**src/rtl/cdu_pkg.sv**
```systemverilog
// Shared types and helpers for the CDU read-counter bank: arbiter states,
// count-delta encoding and the backlog saturation limit.
package cdu_pkg;

    typedef enum logic {
        IDLE  = 1'b0,
        OFFER = 1'b1
    } arb_state_e;

    typedef enum logic [1:0] {
        DELTA_NONE = 2'b00,
        DELTA_UP   = 2'b01,
        DELTA_DN   = 2'b10
    } delta_e;

    // Largest backlog magnitude a signed pend_w-bit counter may hold.
    function automatic int pend_limit(input int pend_w);
        return (1 << (pend_w - 1)) - 1;
    endfunction

    // Both levels, or neither, cancel; nothing counts outside the strobe.
    function automatic delta_e count_delta(input logic strobe, input logic up, input logic dn);
        if (!strobe || (up == dn)) begin
            return DELTA_NONE;
        end
        return up ? DELTA_UP : DELTA_DN;
    endfunction

endpackage

```
**src/rtl/cdu_read_channel.sv**
```systemverilog
// One CDU read channel: the angle read counter plus the signed backlog of
// counts still owed to the AGC, with a sticky saturation flag.
module cdu_read_channel
    import cdu_pkg::*;
#(
    parameter int WIDTH  = 16,
    parameter int PEND_W = 4
) (
    input  logic             clk,
    input  logic             rst_n,
    input  logic             strobe,
    input  logic             up,
    input  logic             dn,
    input  logic             zero,
    input  logic             hs,
    input  logic             hs_minus,
    output logic [WIDTH-1:0] angle,
    output logic             pend_nz,
    output logic             pend_neg,
    output logic             ovf
);

    // Two guard bits so the raw sum of backlog, count and handshake never wraps.
    localparam int EXT = PEND_W + 2;
    localparam logic signed [EXT-1:0] LIM_POS = EXT'(pend_limit(PEND_W));
    localparam logic signed [EXT-1:0] LIM_NEG = -LIM_POS;

    logic [WIDTH-1:0]      angle_q, angle_d;
    logic [PEND_W-1:0]     pend_q, pend_d;
    logic                  ovf_q, ovf_d;
    delta_e                delta;
    logic signed [EXT-1:0] cnt_step, hs_step, pend_sum;

    // NOTE: every signal written here gets a default first, so no path leaves
    // one unassigned and no latch is inferred.
    always_comb begin
        delta    = count_delta(strobe, up, dn);
        cnt_step = '0;
        angle_d  = angle_q;
        case (delta)
            DELTA_UP: begin
                cnt_step = EXT'(1);
                angle_d  = angle_q + WIDTH'(1);
            end
            DELTA_DN: begin
                cnt_step = '1;
                angle_d  = angle_q - WIDTH'(1);
            end
            default: ;
        endcase

        hs_step = '0;
        if (hs) begin
            hs_step = hs_minus ? '1 : EXT'(1);
        end

        // An accepted increment always applies its presented sign, even if the
        // backlog has since crossed zero; clamping absorbs the excess.
        pend_sum = $signed({{2{pend_q[PEND_W-1]}}, pend_q}) + cnt_step - hs_step;
        pend_d   = pend_sum[PEND_W-1:0];
        ovf_d    = ovf_q;
        if (pend_sum > LIM_POS) begin
            pend_d = LIM_POS[PEND_W-1:0];
            ovf_d  = 1'b1;
        end else if (pend_sum < LIM_NEG) begin
            pend_d = LIM_NEG[PEND_W-1:0];
            ovf_d  = 1'b1;
        end

        if (zero) begin
            angle_d = '0;
            pend_d  = '0;
            ovf_d   = 1'b0;
        end
    end

    // NOTE: state registers use non-blocking assignments so every flop samples
    // pre-edge values regardless of process ordering.
    always_ff @(posedge clk or negedge rst_n) begin
        if (!rst_n) begin
            angle_q <= '0;
            pend_q  <= '0;
            ovf_q   <= 1'b0;
        end else begin
            angle_q <= angle_d;
            pend_q  <= pend_d;
            ovf_q   <= ovf_d;
        end
    end

    assign angle    = angle_q;
    assign pend_nz  = |pend_q;
    assign pend_neg = pend_q[PEND_W-1];
    assign ovf      = ovf_q;

endmodule

```
**src/rtl/cdu_read_counter_bank.sv**
```systemverilog
// Multi-channel CDU read-counter bank: per-channel read counters and backlogs,
// drained to the AGC as PCDU/MCDU requests through a round-robin handshake.
module cdu_read_counter_bank
    import cdu_pkg::*;
#(
    parameter int CHANNELS = 3,
    parameter int WIDTH    = 16,
    parameter int PEND_W   = 4,
    parameter int CHW      = (CHANNELS > 1) ? $clog2(CHANNELS) : 1
) (
    input  logic                      CLOCKH,
    input  logic                      rst_n,
    input  logic                      PS25KH,
    input  logic [CHANNELS-1:0]       UPLVL,
    input  logic [CHANNELS-1:0]       DNLVL,
    input  logic [CHANNELS-1:0]       zero_req,
    output logic [CHANNELS*WIDTH-1:0] angle,
    output logic [CHANNELS-1:0]       pend_ovf,
    output logic                      inc_valid,
    output logic [CHW-1:0]            inc_chan,
    output logic                      inc_minus,
    input  logic                      inc_ready
);

    arb_state_e          state_q, state_d;
    logic [CHW-1:0]      rr_ptr_q, rr_ptr_d;
    logic [CHW-1:0]      inc_chan_q, inc_chan_d;
    logic                inc_minus_q, inc_minus_d;
    logic [CHANNELS-1:0] pend_nz, pend_neg, eligible;
    logic                hs;
    logic                found;
    int                  idx;

    assign hs       = (state_q == OFFER) && inc_ready;
    assign eligible = pend_nz & ~zero_req;

    for (genvar i = 0; i < CHANNELS; i++) begin : g_chan
        cdu_read_channel #(
            .WIDTH  (WIDTH),
            .PEND_W (PEND_W)
        ) u_chan (
            .clk      (CLOCKH),
            .rst_n    (rst_n),
            .strobe   (PS25KH),
            .up       (UPLVL[i]),
            .dn       (DNLVL[i]),
            .zero     (zero_req[i]),
            .hs       (hs && (inc_chan_q == CHW'(i))),
            .hs_minus (inc_minus_q),
            .angle    (angle[i*WIDTH +: WIDTH]),
            .pend_nz  (pend_nz[i]),
            .pend_neg (pend_neg[i]),
            .ovf      (pend_ovf[i])
        );
    end

    always_comb begin
        state_d     = state_q;
        rr_ptr_d    = rr_ptr_q;
        inc_chan_d  = inc_chan_q;
        inc_minus_d = inc_minus_q;
        found       = 1'b0;
        idx         = 0;
        case (state_q)
            IDLE: begin
                // Scan from rr_ptr upward, wrapping, and latch the first hit.
                for (int k = 0; k < CHANNELS; k++) begin
                    idx = int'(rr_ptr_q) + k;
                    if (idx >= CHANNELS) begin
                        idx = idx - CHANNELS;
                    end
                    if (!found && eligible[idx[CHW-1:0]]) begin
                        found       = 1'b1;
                        inc_chan_d  = idx[CHW-1:0];
                        inc_minus_d = pend_neg[idx[CHW-1:0]];
                        state_d     = OFFER;
                    end
                end
            end
            OFFER: begin
                if (inc_ready) begin
                    state_d  = IDLE;
                    rr_ptr_d = (inc_chan_q == CHW'(CHANNELS - 1)) ? '0 : inc_chan_q + CHW'(1);
                end
            end
            default: state_d = IDLE;
        endcase
    end

    always_ff @(posedge CLOCKH or negedge rst_n) begin
        if (!rst_n) begin
            state_q     <= IDLE;
            rr_ptr_q    <= '0;
            inc_chan_q  <= '0;
            inc_minus_q <= 1'b0;
        end else begin
            state_q     <= state_d;
            rr_ptr_q    <= rr_ptr_d;
            inc_chan_q  <= inc_chan_d;
            inc_minus_q <= inc_minus_d;
        end
    end

    assign inc_valid = (state_q == OFFER);
    assign inc_chan  = inc_chan_q;
    assign inc_minus = inc_minus_q;

endmodule

```
**config.mk**
```make
export PLATFORM = sky130hd
export DESIGN_NAME = cdu_read_counter_bank
export DESIGN_NICKNAME = d
export VERILOG_FILES = /design/src/rtl/cdu_pkg.sv /design/src/rtl/cdu_read_channel.sv /design/src/rtl/cdu_read_counter_bank.sv
export SDC_FILE = /design/constraint.sdc
export NUM_CORES = 1
export LEC_CHECK = 0
export CORE_ASPECT_RATIO = 0.6
export CORE_MARGIN = 2
export CORE_UTILIZATION = 45
export CTS_CLUSTER_SIZE = 14
export DETAILED_ROUTE_END_ITERATION = 10
export GPL_ROUTABILITY_DRIVEN = 0
export PLACE_DENSITY_LB_ADDON = 0.08
export SLEW_MARGIN = 20
export SYNTH_ARGS = -nofsm -noshare
export SYNTH_HDL_FRONTEND = slang
export SYNTH_HIERARCHICAL = 1
export SYNTH_SLANG_ARGS = --single-unit
```
**constraint.sdc**
```tcl
create_clock -name CLOCKH -period 4.74 [get_ports CLOCKH]
set_input_delay 0.711 -clock CLOCKH [delete_from_list [all_inputs] [get_ports CLOCKH]]
set_output_delay 0.711 -clock CLOCKH [all_outputs]
set_load 0.02 [all_outputs]
```
==> results of run 1 <==
where the power goes:
part	total (mW)	switching (mW)	internal, mW
Sequential	0.796	0.102	0.694
Combinational	2.04	1.15	0.891
Clock	0.645	0.289	0.356
Total	3.48	1.54	1.94
path summary, 6_finish.rpt:
path | cells after the start | slack [ps] | endpoint
min reg2reg | 2 | 520 | g_chan[1].u_chan/ovf$_DFFE_PN0P_
min in group CLOCKH | 2 | 520 | g_chan[1].u_chan/ovf$_DFFE_PN0P_
max in group asynchronous | 1 | 3580 | g_chan[1].u_chan/angle[3]$_DFFE_PN0P_
max reg2reg | 13 | 1040 | g_chan[2].u_chan/pend_q[0]$_DFF_PN0_
min | 1 | 480 | g_chan[1].u_chan/ovf$_DFFE_PN0P_
max | 14 | 760 | g_chan[2].u_chan/pend_q[0]$_DFF_PN0_
state kept, by name, summed over array words and instances, names as in the netlist:
signal                cells
g_chan.u_chan/angle      48
inc_valid                 1
inc_minus                 1
g_chan.u_chan/ovf         3
rr_ptr_q                  2
g_chan.u_chan/pend_q     12
inc_chan                  2
cells in the mapped netlist, types with 4 or more instances:
master	count
and2_1	6
nor4b_1	6
a31oi_1	12
a211oi_1	15
fa_1	9
and3_1	10
o22ai_1	4
nand2_1	79
nand3_1	11
o21bai_1	4
xor2_1	18
nand2b_1	6
inv_1	51
nor3b_1	7
nor2_1	36
a21oi_1	69
buf_1	5
o21ai_0	31
nand4_1	5
nor2b_1	14
a21o_1	35
mux2i_1	12
o21a_1	6
nor3_1	12
a311o_1	4
xnor2_1	29
or3_1	11
dfrtp_1	69
nand3b_1	9
ha_1	70
clkbuf_1	11
or4_1	6
o211ai_1	9
layout make-up:
type                       count  share of cell area, %
clock inverter                 7                  0.676
multi-input combinational    600                   57.7
tap                          192                   3.16
inverter                      54                   2.67
sequential                    69                   22.7
timing repair buffer          80                   10.1
clock buffer                   9                   2.97
critical path: cells and delay by family:
family	cells	cell delay, ps
AOI/OAI and AO/OA	3	500
buffers and inverters	2	570
and+or+nand+nor	4	1100
xor gates and xnor gates	2	460
adders and majority gates	2	650
muxes	1	190
stage by stage:
step / power [mW] / instance area, um2 / setup WS [ps]
2_1_floorplan: 2.33 / 6430 / 1160
3_3_place_gp: 2.73 / 7320 / 613
3_5_place_dp: 2.81 / 7320 / 467
4_1_cts: 3.48 / 7590 / 802
5_1_grt: 3.77 / 7590 / 493
6_report: 3.48 / 7590 / 762
layer usage:
| metal | part of all wire, % | up-vias | track usage (%) |
|---|---|---|---|
| met5 | 0 | - | 0 |
| met4 | 0.62 | 0 | 5.11 |
| li1 | - | 2850 | - |
| met2 | 42 | 154 | 33.7 |
| met3 | 4.2 | 8 | 3.39 |
| met1 | 53 | 2843 | 34.7 |
kinds of logic after synthesis:
group / after synthesis / synth area share [%]
and+or+nand+nor: 227 / 18.5
DFF: 69 / 26.9
buffers and inverters: 78 / 5.00
adders and majority gates: 79 / 16.4
xor gates and xnor gates: 47 / 6.40
AOI/OAI and AO/OA: 232 / 24.3
muxes: 15 / 2.45
==> metrics.md, run 1 <==
| Metric | Value |
|---|---|
| Status | completed |
| Worst Path Required | 4930 ps |
| Synth area leaders | dfrtp_1, ha_1, a21oi_1, nand2_1, a21o_1 |
| Leakage | 3.62 nW |
| Measured slew at the worst slew-check pin | 961 ps |
| Slowest cell on crit path | or4_1 |
| Drt via density | 5.79 |
| CP Capture Type | flip-flop |
| Post-route setup TNS | 0 ps |
| Detail Route Antenna Nets | 0 |
| Worst EP arrival | 4170 ps |
| Row count | 33 |
| Number of synthesized flops with an enable pin | 0 |
| Initial Util | 46.6% |
| Power Density | 459 nW/um2 |
| Syn Std Cell Area | 6430 um2 |
| Synth Warn # | 6 |
| FF/Latch Area | 1730 um2 |
| Seq cells post-synth | 69 |
| Dpl hpwl | 12400 um |
| Pre-antenna DRT Iters | 6 |
| Reg2reg start | inc_valid$_DFF_PN0_ |
| Clk sinks | 69 |
| Worst Setup Path Type | in2reg |
| TritonCTS buffer count | 9 |
| Mapped Nets | 839 |
| Detailed Route WL | 16800 um |
| Setup violations, final | 0 |
| CP Max Fanout | 6 |
| Number of vias in the routed layout | 5855 |
| CTS resizes | 0 |
| Die width | 158 um |
| RSZ-0062 raised after global routing | false |
| Port Buffers | 67 |
| Top-area cell type share of the netlist area | 26.9% |
| Crit-path max cell delay | 480 ps |
| Max Cap Viol | 0 |
| Layout cells sized above 1 | 7.20% |
| Worst-Skew Late Latency | 340 ps |
| Clk_skew | 10.5 ps |
| Vias in the first global route | 5533 |
| First-pass GRT wire length | 27600 um |
| IO Count | 68 |
| GRT overflow | 0 |
| Commonest non-fill, non-tap cell in the layout | nand2_1 |
| CP Cell Sequence | clkdlybuf4s50_1 -> nand2_1 -> nor3b_1 -> nand2_1 -> ha_1 -> xnor2_1 -> inv_1 -> ha_1 -> a21o_1 -> a21oi_1 -> xor2_1 -> or4_1 -> mux2i_1 -> a21oi_1 |
| Final hold slack | 476 ps |
| 1st-iter DRT viols | 375 |
| Gr usage total | 22.7% |
| Cell taking the most area after synthesis | dfrtp_1 |
| Maximum vdd ir drop | 303 uV |
| Initial antenna violation count | 0 |
| Final worst-path cycle share | 83.9% |
| Worst Setup SP | inc_ready |
| Ant diodes | 0 |
| CTS root buf | clkbuf_16 |
| Finished Layout Cells | 1011 |
| HP Class | in2async |
| Area of the multi-input gates | 4380 um2 |
| Die Ht | 96.6 um |
| Min Tclk post-route | 3980 ps |
| H-tree depth | 3 |
| Die area | 15300 um2 |
| P&R area growth vs syn | 18.1% |
| Startpoint Class | input port |
| Synth Instances | 747 |
| Final hold vios | 0 |
| Relative slew slack | 36.0% |
| Final net count | 906 |
| # DRC | 0 |
| Main synth FF type | dfrtp_1 |
| Avg Inst Size Synth | 8.61 um2 |
| DR WL/cell | 16.6 um |
| Async SR Flop Fraction | 100% |
| Clock transition at the registers of the reported paths | 70 ps |
| Achievable Freq | 251 MHz |
| CTS Hold Buffers Added | 0 |
| Dpl cells | 995 |
| Post-layout util | 55.1% |
| Largest net degree at the start of global routing | 70 |
| Yosys cell types | 76 |
| Most frequent cells in the layout | nand2_1, ha_1, a21oi_1, dfrtp_1, clkdlybuf4s50_1 |
| Core Area | 13800 um2 |
| CTS tree | done |
| Clock Path Buffers | 2 |
| Fillcell total | 1276 |
| Max-slew violation count | 0 |
| Sequential share of the synthesized area | 26.9% |
| Postcts setup bufs | 0 |
No activity file was read; power rests on OpenSTA's default activity.
==> run 2, diff against run 1 <==
==> constraint.sdc (replaced) <==
create_clock -name CLOCKH -period 3.5 [get_ports CLOCKH]
set_input_delay 0.525 -clock CLOCKH [delete_from_list [all_inputs] [get_ports CLOCKH]]
set_output_delay 0.525 -clock CLOCKH [all_outputs]
set_load 0.02 [all_outputs]
==> run 2 against run 1 <==
Critical path depth unchanged; combinational power is 58% higher; sequential share of layout area fell by 2.8 points; largest cell class unchanged; highest routed layer unchanged.
==> metrics.md, run 2 (synthesis results as in run 1) <==
| Metric | Value |
|---|---|
| Vias in the first global route | 6013 (+8.7%) |
| TritonCTS buffer count | 9 (unchanged) |
| Dpl cells | 1116 (+12%) |
| Final hold slack | 332 ps (-144 ps) |
| Measured slew at the worst slew-check pin | 963 ps (+2.47 ps) |
| Post-route setup TNS | 0 ps (unchanged) |
| R2r setup slk | 350 ps (-690 ps) |
| Achievable Freq | 298 MHz |
| Gr usage total | 24.4% (+1.6 points) |
| CTS tree | done |
| R2R cell count | 12 (-1) |
| Maximum vdd ir drop | 740 uV (+140%) |
| H-tree depth | 3 (unchanged) |
| GRT overflow | 0 (unchanged) |
| Layout cells sized above 1 | 21.0% (+14 points) |
| Leakage | 4.27 nW (+18%) |
| Finished Cell Area | 8640 um2 (+14%) |
| Power Density | 607 nW/um2 (+32%) |
| Final worst-path cycle share | 95.9% |
| IO Count | 68 (unchanged) |
| First-pass GRT wire length | 29600 um (+7.4%) |
| Most frequent cells in the layout | buf_4, nand2_1, a21oi_1, ha_1, dfrtp_1 |
| Largest net degree at the start of global routing | 70 (unchanged) |
| Dpl hpwl | 13500 um (+9.0%) |
| Relative slew slack | 35.8% (-0.16 points) |
| Drt via density | 5.55 (-4.2%) |
| Initial Util | 46.6% (unchanged) |
| Reg2reg start | inc_chan[1]$_DFFE_PN0P_ |
| Clk sinks | 69 (unchanged) |
| Min Tclk post-route | 3360 ps |
| CTS Hold Buffers Added | 0 (unchanged) |
| Worst EP arrival | 3560 ps (-610 ps) |
| Worst-Skew Late Latency | 340 ps (about the same) |
| CTS root buf | clkbuf_16 |
| Final hold vios | 0 (unchanged) |
| Die width | 158 um (unchanged) |
| Max-slew violation count | 0 (unchanged) |
| Max reg flops | 48 (unchanged) |
| Worst Path Required | 3700 ps (-1230 ps) |
| Clk_skew | 6.49 ps (-4.01 ps) |
| Max Cap Viol | 0 (unchanged) |
| Die Ht | 96.6 um (unchanged) |
| Detailed Route WL | 18000 um (+7.4%) |
| DR WL/cell | 15.9 um (-4.4%) |
| CP Max Fanout | 2 (-4) |
| Core Area | 13800 um2 (unchanged) |
| Worst Setup Path Type | in2reg |
| Cell area after placement | 8220 um2 (+12%) |
| # DRC | 0 (unchanged) |
| Number of vias in the routed layout | 6297 (+7.5%) |
| CP Capture Type | flip-flop |
| Post-layout util | 62.6% (+7.6 points) |
| 1st-iter DRT viols | 544 (+45%) |
| Clock Path Buffers | 2 (unchanged) |
| Ant diodes | 0 (unchanged) |
| Reg-to-Reg End | g_chan[2].u_chan/pend_q[0]$_DFF_PN0_ |
| Finished Layout Cells | 1135 (+12%) |
| Initial antenna violation count | 0 (unchanged) |
| Clock transition at the registers of the reported paths | 60 ps (about the same) |
| Port Buffers | 67 (unchanged) |
| Pre-antenna DRT Iters | 5 (-1) |
| Row count | 33 (unchanged) |
| Status | completed |
| Commonest non-fill, non-tap cell in the layout | buf_4 |
| P&R area growth vs syn | 34.4% |
| Final net count | 1031 (+14%) |
| HP Class | in2async |
| Detail Route Antenna Nets | 0 (unchanged) |
| Startpoint Class | input port |
| Setup violations, final | 0 (unchanged) |
| Die area | 15300 um2 (unchanged) |
## run 2: layout make-up
| class | instances | area (um2) |
|---|---|---|
| clock buffers | 11 | 253 |
| fillers | 1192 | 5150 |
| repair buffers | 204 | 1700 |
| multi-input cells | 600 | 4460 |
| inverters | 54 | 206 |
| well taps | 192 | 240 |
| flip-flops and latches | 69 | 1730 |
| clock inverters | 4 | 47.5 |
| repair inverters | 1 | 7.51 |
## run 2: worst max-delay path: stages
cell and delay, ps:
clkdlybuf4s50_1 450, nand2_1 70, nor3b_2 190, nand2_1 100, ha_1 340, xnor2_2 240, inv_1 70, ha_1 290
a21o_1 190, a21oi_1 210, xor2_1 110, or4_1 500, mux2i_1 190, a21oi_1 90
## run 2: worst max-delay path by stage
stage	from	end	slack (ps)	depth (start not counted)
floorplan	DNLVL[2]	g_chan[2].u_chan/ovf$_DFFE_PN0P_	110	16
global placement	inc_ready	g_chan[2].u_chan/ovf$_DFFE_PN0P_	-240	14
detailed placement	inc_ready	g_chan[0].u_chan/ovf$_DFFE_PN0P_	-380	16
CTS	inc_ready	g_chan[2].u_chan/pend_q[0]$_DFF_PN0_	8	14
global route	inc_ready	g_chan[2].u_chan/ovf$_DFFE_PN0P_	-20	14
finish	inc_ready	g_chan[2].u_chan/pend_q[0]$_DFF_PN0_	140	14
## run 2: power breakdown
group	internal, mW	leakage, nW	switching [mW]
combinational	1.54	3.20	1.69
clock	0.584	0.147	0.354
sequential	0.940	0.919	0.135
## run 2: through the flow
step	setup slack [ps]	total power, mW
final	144	5.24
after global routing	-21.9	5.65
after CTS	7.55	5.15
after detailed placement	-377	4.16
after global placement	-236	4.03
after floorplan	108	3.15
## run 2: repair_timing
item,in CTS,in global routing
buffers inserted,0,3
pin swaps,0,3
endpoints found under the setup margin,2,14
resized for setup,1,19
gates cloned,0,1
## run 2: per-layer routing
layer / track usage (%) / vias to the layer above / part of all wire (%)
li1: - / 3104 / -
met1: 36.8 / 3012 / 53
met2: 36.1 / 164 / 42
met3: 4.24 / 17 / 4.8
met4: 5.78 / 0 / 0.89
met5: 0 / - / 0
==> run 3, diff against run 2 <==
--- a/config.mk
+++ b/config.mk
@@ -6,7 +6,6 @@
 export NUM_CORES = 1
 export LEC_CHECK = 0
 export CORE_ASPECT_RATIO = 0.6
-export CORE_MARGIN = 2
 export CORE_UTILIZATION = 45
 export CTS_CLUSTER_SIZE = 14
 export DETAILED_ROUTE_END_ITERATION = 10
==> run 3 against run 2 <==
Via count decreased by 1.1%; count of clock-buffer cells in the layout shrank 2; critical endpoint is now g_chan[2].u_chan/ovf$_DFFE_PN0P_; combinational power grew 3%; wire length is 0.27% lower; cell count down 1.1%; global-route usage grew 0.55 points; register-to-register slack barely moved.
==> metrics.md, run 3 (synthesis results as in run 1) <==
| Metric | Value |
|---|---|
| Status | completed |
| Worst-Skew Late Latency | 340 ps (about the same) |
| Cell Int Power | 3.15 mW (+2.7%) |
| Clk sinks | 69 (unchanged) |
| Pre-CTS WS | -361 ps (+15.6 ps) |
| Max Cap Viol | 0 (unchanged) |
| Sw frac | 41.6% (+0.071 points) |
| Final net count | 1018 (-1.3%) |
| Clock Path Buffers | 2 (unchanged) |
| CP Capture Type | flip-flop |
| Gr usage total | 24.9% (+0.55 points) |
| Worst Setup SP | UPLVL[2] |
| Tot Pwr | 5.39 mW (+2.9%) |
| Relative slew slack | 37.6% (+1.8 points) |
| Achievable Freq | 301 MHz (+0.92%) |
| # DRC | 0 (unchanged) |
| Finished Cell Area | 8580 um2 (-0.68%) |
| TritonCTS buffer count | 9 (unchanged) |
| Fillcell total | 1193 (+0.084%) |
| R2r setup slk | 340 ps (about the same) |
| Vias in the first global route | 5877 (-2.3%) |
| Power Density | 629 nW/um2 (+3.6%) |
| Initial Util | 46.6% (unchanged) |
| Commonest non-fill, non-tap cell in the layout | buf_4 |
| Reg2reg start | inc_chan[1]$_DFFE_PN0P_ |
| Worst Setup Path Type | in2reg |
| Ant diodes | 0 (unchanged) |
| 1st-iter DRT viols | 312 (-43%) |
| Largest net degree at the start of global routing | 70 (unchanged) |
| Min Tclk post-route | 3330 ps (-30.5 ps) |
| Dpl hpwl | 13500 um (-0.33%) |
| Worst EP arrival | 3520 ps (-40 ps) |
| Share of power burned in registers | 20.0% (-0.5 points) |
| R2R cell count | 13 (+1) |
| CTS tree | done |
| CTS root buf | clkbuf_16 |
| CP Max Fanout | 2 (unchanged) |
| Reg-to-Reg End | g_chan[2].u_chan/ovf$_DFFE_PN0P_ |
| Initial antenna violation count | 0 (unchanged) |
| Final hold vios | 0 (unchanged) |
| Max-slew violation count | 0 (unchanged) |
| Cell area after placement | 8160 um2 (-0.82%) |
| Die area | 14800 um2 (-3.3%) |
| Maximum vdd ir drop | 635 uV (-14%) |
| Most frequent cells in the layout | buf_4, nand2_1, dfrtp_1 |
| Detail Route Antenna Nets | 0 (unchanged) |
| Leakage | 4.26 nW (-0.21%) |
| Number of vias in the routed layout | 6227 (-1.1%) |
| Clock share of power | 18.4% (+0.5 points) |
| Postcts setup bufs | 0 (unchanged) |
| Measured slew at the worst slew-check pin | 935 ps (-27.5 ps) |
| IO Count | 68 (unchanged) |
| CTS Hold Buffers Added | 0 (unchanged) |
| Pre-antenna DRT Iters | 5 (unchanged) |
| Startpoint Class | input port |
| Detailed Route WL | 18000 um (-0.27%) |
| Worst Path Required | 3700 ps (about the same) |
| Gate power share | 61.5% (about the same) |
| H-tree depth | 3 (unchanged) |
| RSZ-0062 raised after global routing | false |
| First-pass GRT wire length | 29000 um (-2.2%) |
| Port Buffers | 67 (unchanged) |
| Final worst-path cycle share | 95.0% (-0.87 points) |
| P&R area growth vs syn | 33.5% |
| Drt via density | 5.54 (about the same) |
| HP Class | in2async |
| Psw | 2.24 mW (+3.0%) |
| Fin worst setup slack | 175 ps (+30.5 ps) |
| Clock transition at the registers of the reported paths | 60 ps (about the same) |
| Row count | 33 (unchanged) |
| Layout cells sized above 1 | 20.3% (-0.70 points) |
| Die Ht | 94.6 um (-2.1%) |
| Die width | 156 um (-1.3%) |
| Max reg flops | 48 (unchanged) |
| Clk_skew | 6.12 ps (-0.368 ps) |
| Setup violations, final | 0 (unchanged) |
| GRT overflow | 0 (unchanged) |
| Core Area | 13800 um2 (unchanged) |
| DR WL/cell | 16.0 um (+0.79%) |
==> run 3: cell count changes in the layout (fill, tap and decap cells not counted), sizes merged <==
cell | before | now
clkinv | 2 | 3
dlymetal6s2s | 0 | 2
buf | 138 | 126
clkbuf | 11 | 9
clkdlybuf4s50 | 66 | 64
clkinvlp | 3 | 2
inv | 53 | 54
bufinv | 1 | 2
==> run 3: power by group through the flow <==
stage	combinational, mW	sequential (mW)	clock, mW
6_report	3.32	1.08	0.995
2_1_floorplan	2.03	1.12	0
5_1_grt	3.65	1.10	1.05
3_3_place_gp	2.94	1.08	0
3_5_place_dp	3.08	1.08	0
4_1_cts	3.12	1.07	1.01
==> run 3: cell type report <==
| type | instances | area (um2) | share of cell area, % |
|---|---|---|---|
| tap | 192 | 240 | 2.80 |
| timing repair buffer | 192 | 1610 | 18.8 |
| sequential | 69 | 1730 | 20.1 |
| inverter | 54 | 203 | 2.36 |
| clock inverter | 7 | 90.1 | 1.05 |
| multi-input combinational | 600 | 4480 | 52.3 |
| clock buffer | 9 | 225 | 2.63 |
==> run 3: how the worst max path moves through the flow <==
stage | depth (start not counted) | slack (ps) | to
6_report | 15 | 170 | g_chan[2].u_chan/ovf$_DFFE_PN0P_
5_1_grt | 15 | 50 | g_chan[2].u_chan/pend_q[0]$_DFF_PN0_
4_1_cts | 15 | 30 | g_chan[0].u_chan/ovf$_DFFE_PN0P_
3_5_place_dp | 14 | -360 | g_chan[2].u_chan/ovf$_DFFE_PN0P_
3_3_place_gp | 14 | -230 | g_chan[2].u_chan/ovf$_DFFE_PN0P_
2_1_floorplan | 16 | 110 | g_chan[2].u_chan/ovf$_DFFE_PN0P_
==> run 3: per-stage QoR <==
step	hold WS [ps]	cells	utilization [%]	setup TNS [ps]
detailed placement	513	1107	59.1	-3260
global route	398	1123	62.2	0
CTS	370	1123	61.5	0
global placement	505	1107	59.1	-1500
floorplan	229	747	-	0
finish	315	1123	62.2	0
==> run 3: metal layers <==
metal  vias to the layer above  global-route usage [%]  part of all wire, %
met4                         0                    5.39                  1.0
met2                       171                    37.8                   43
met5                         -                       0                    0
li1                       3082                       -                    -
met1                      2957                    36.6                   51
met3                        17                    4.45                  4.8
==> run 3: critical path, stage by stage <==
cell	delay, ps
clkdlybuf4s50_1	540
xor2_1	150
and2_1	170
inv_2	60
ha_1	270
inv_1	60
ha_1	150
inv_1	70
fa_2	350
nor2b_1	120
o21ai_1	90
nor3b_2	170
or4_1	510
mux2i_1	210
a21oi_1	100
==> run 3: what timing repair did <==
| action | in CTS | in global routing |
|---|---|---|
| endpoints found under the setup margin | 2 | 10 |
| resized for setup | 2 | 19 |
| pin swaps | 0 | 5 |
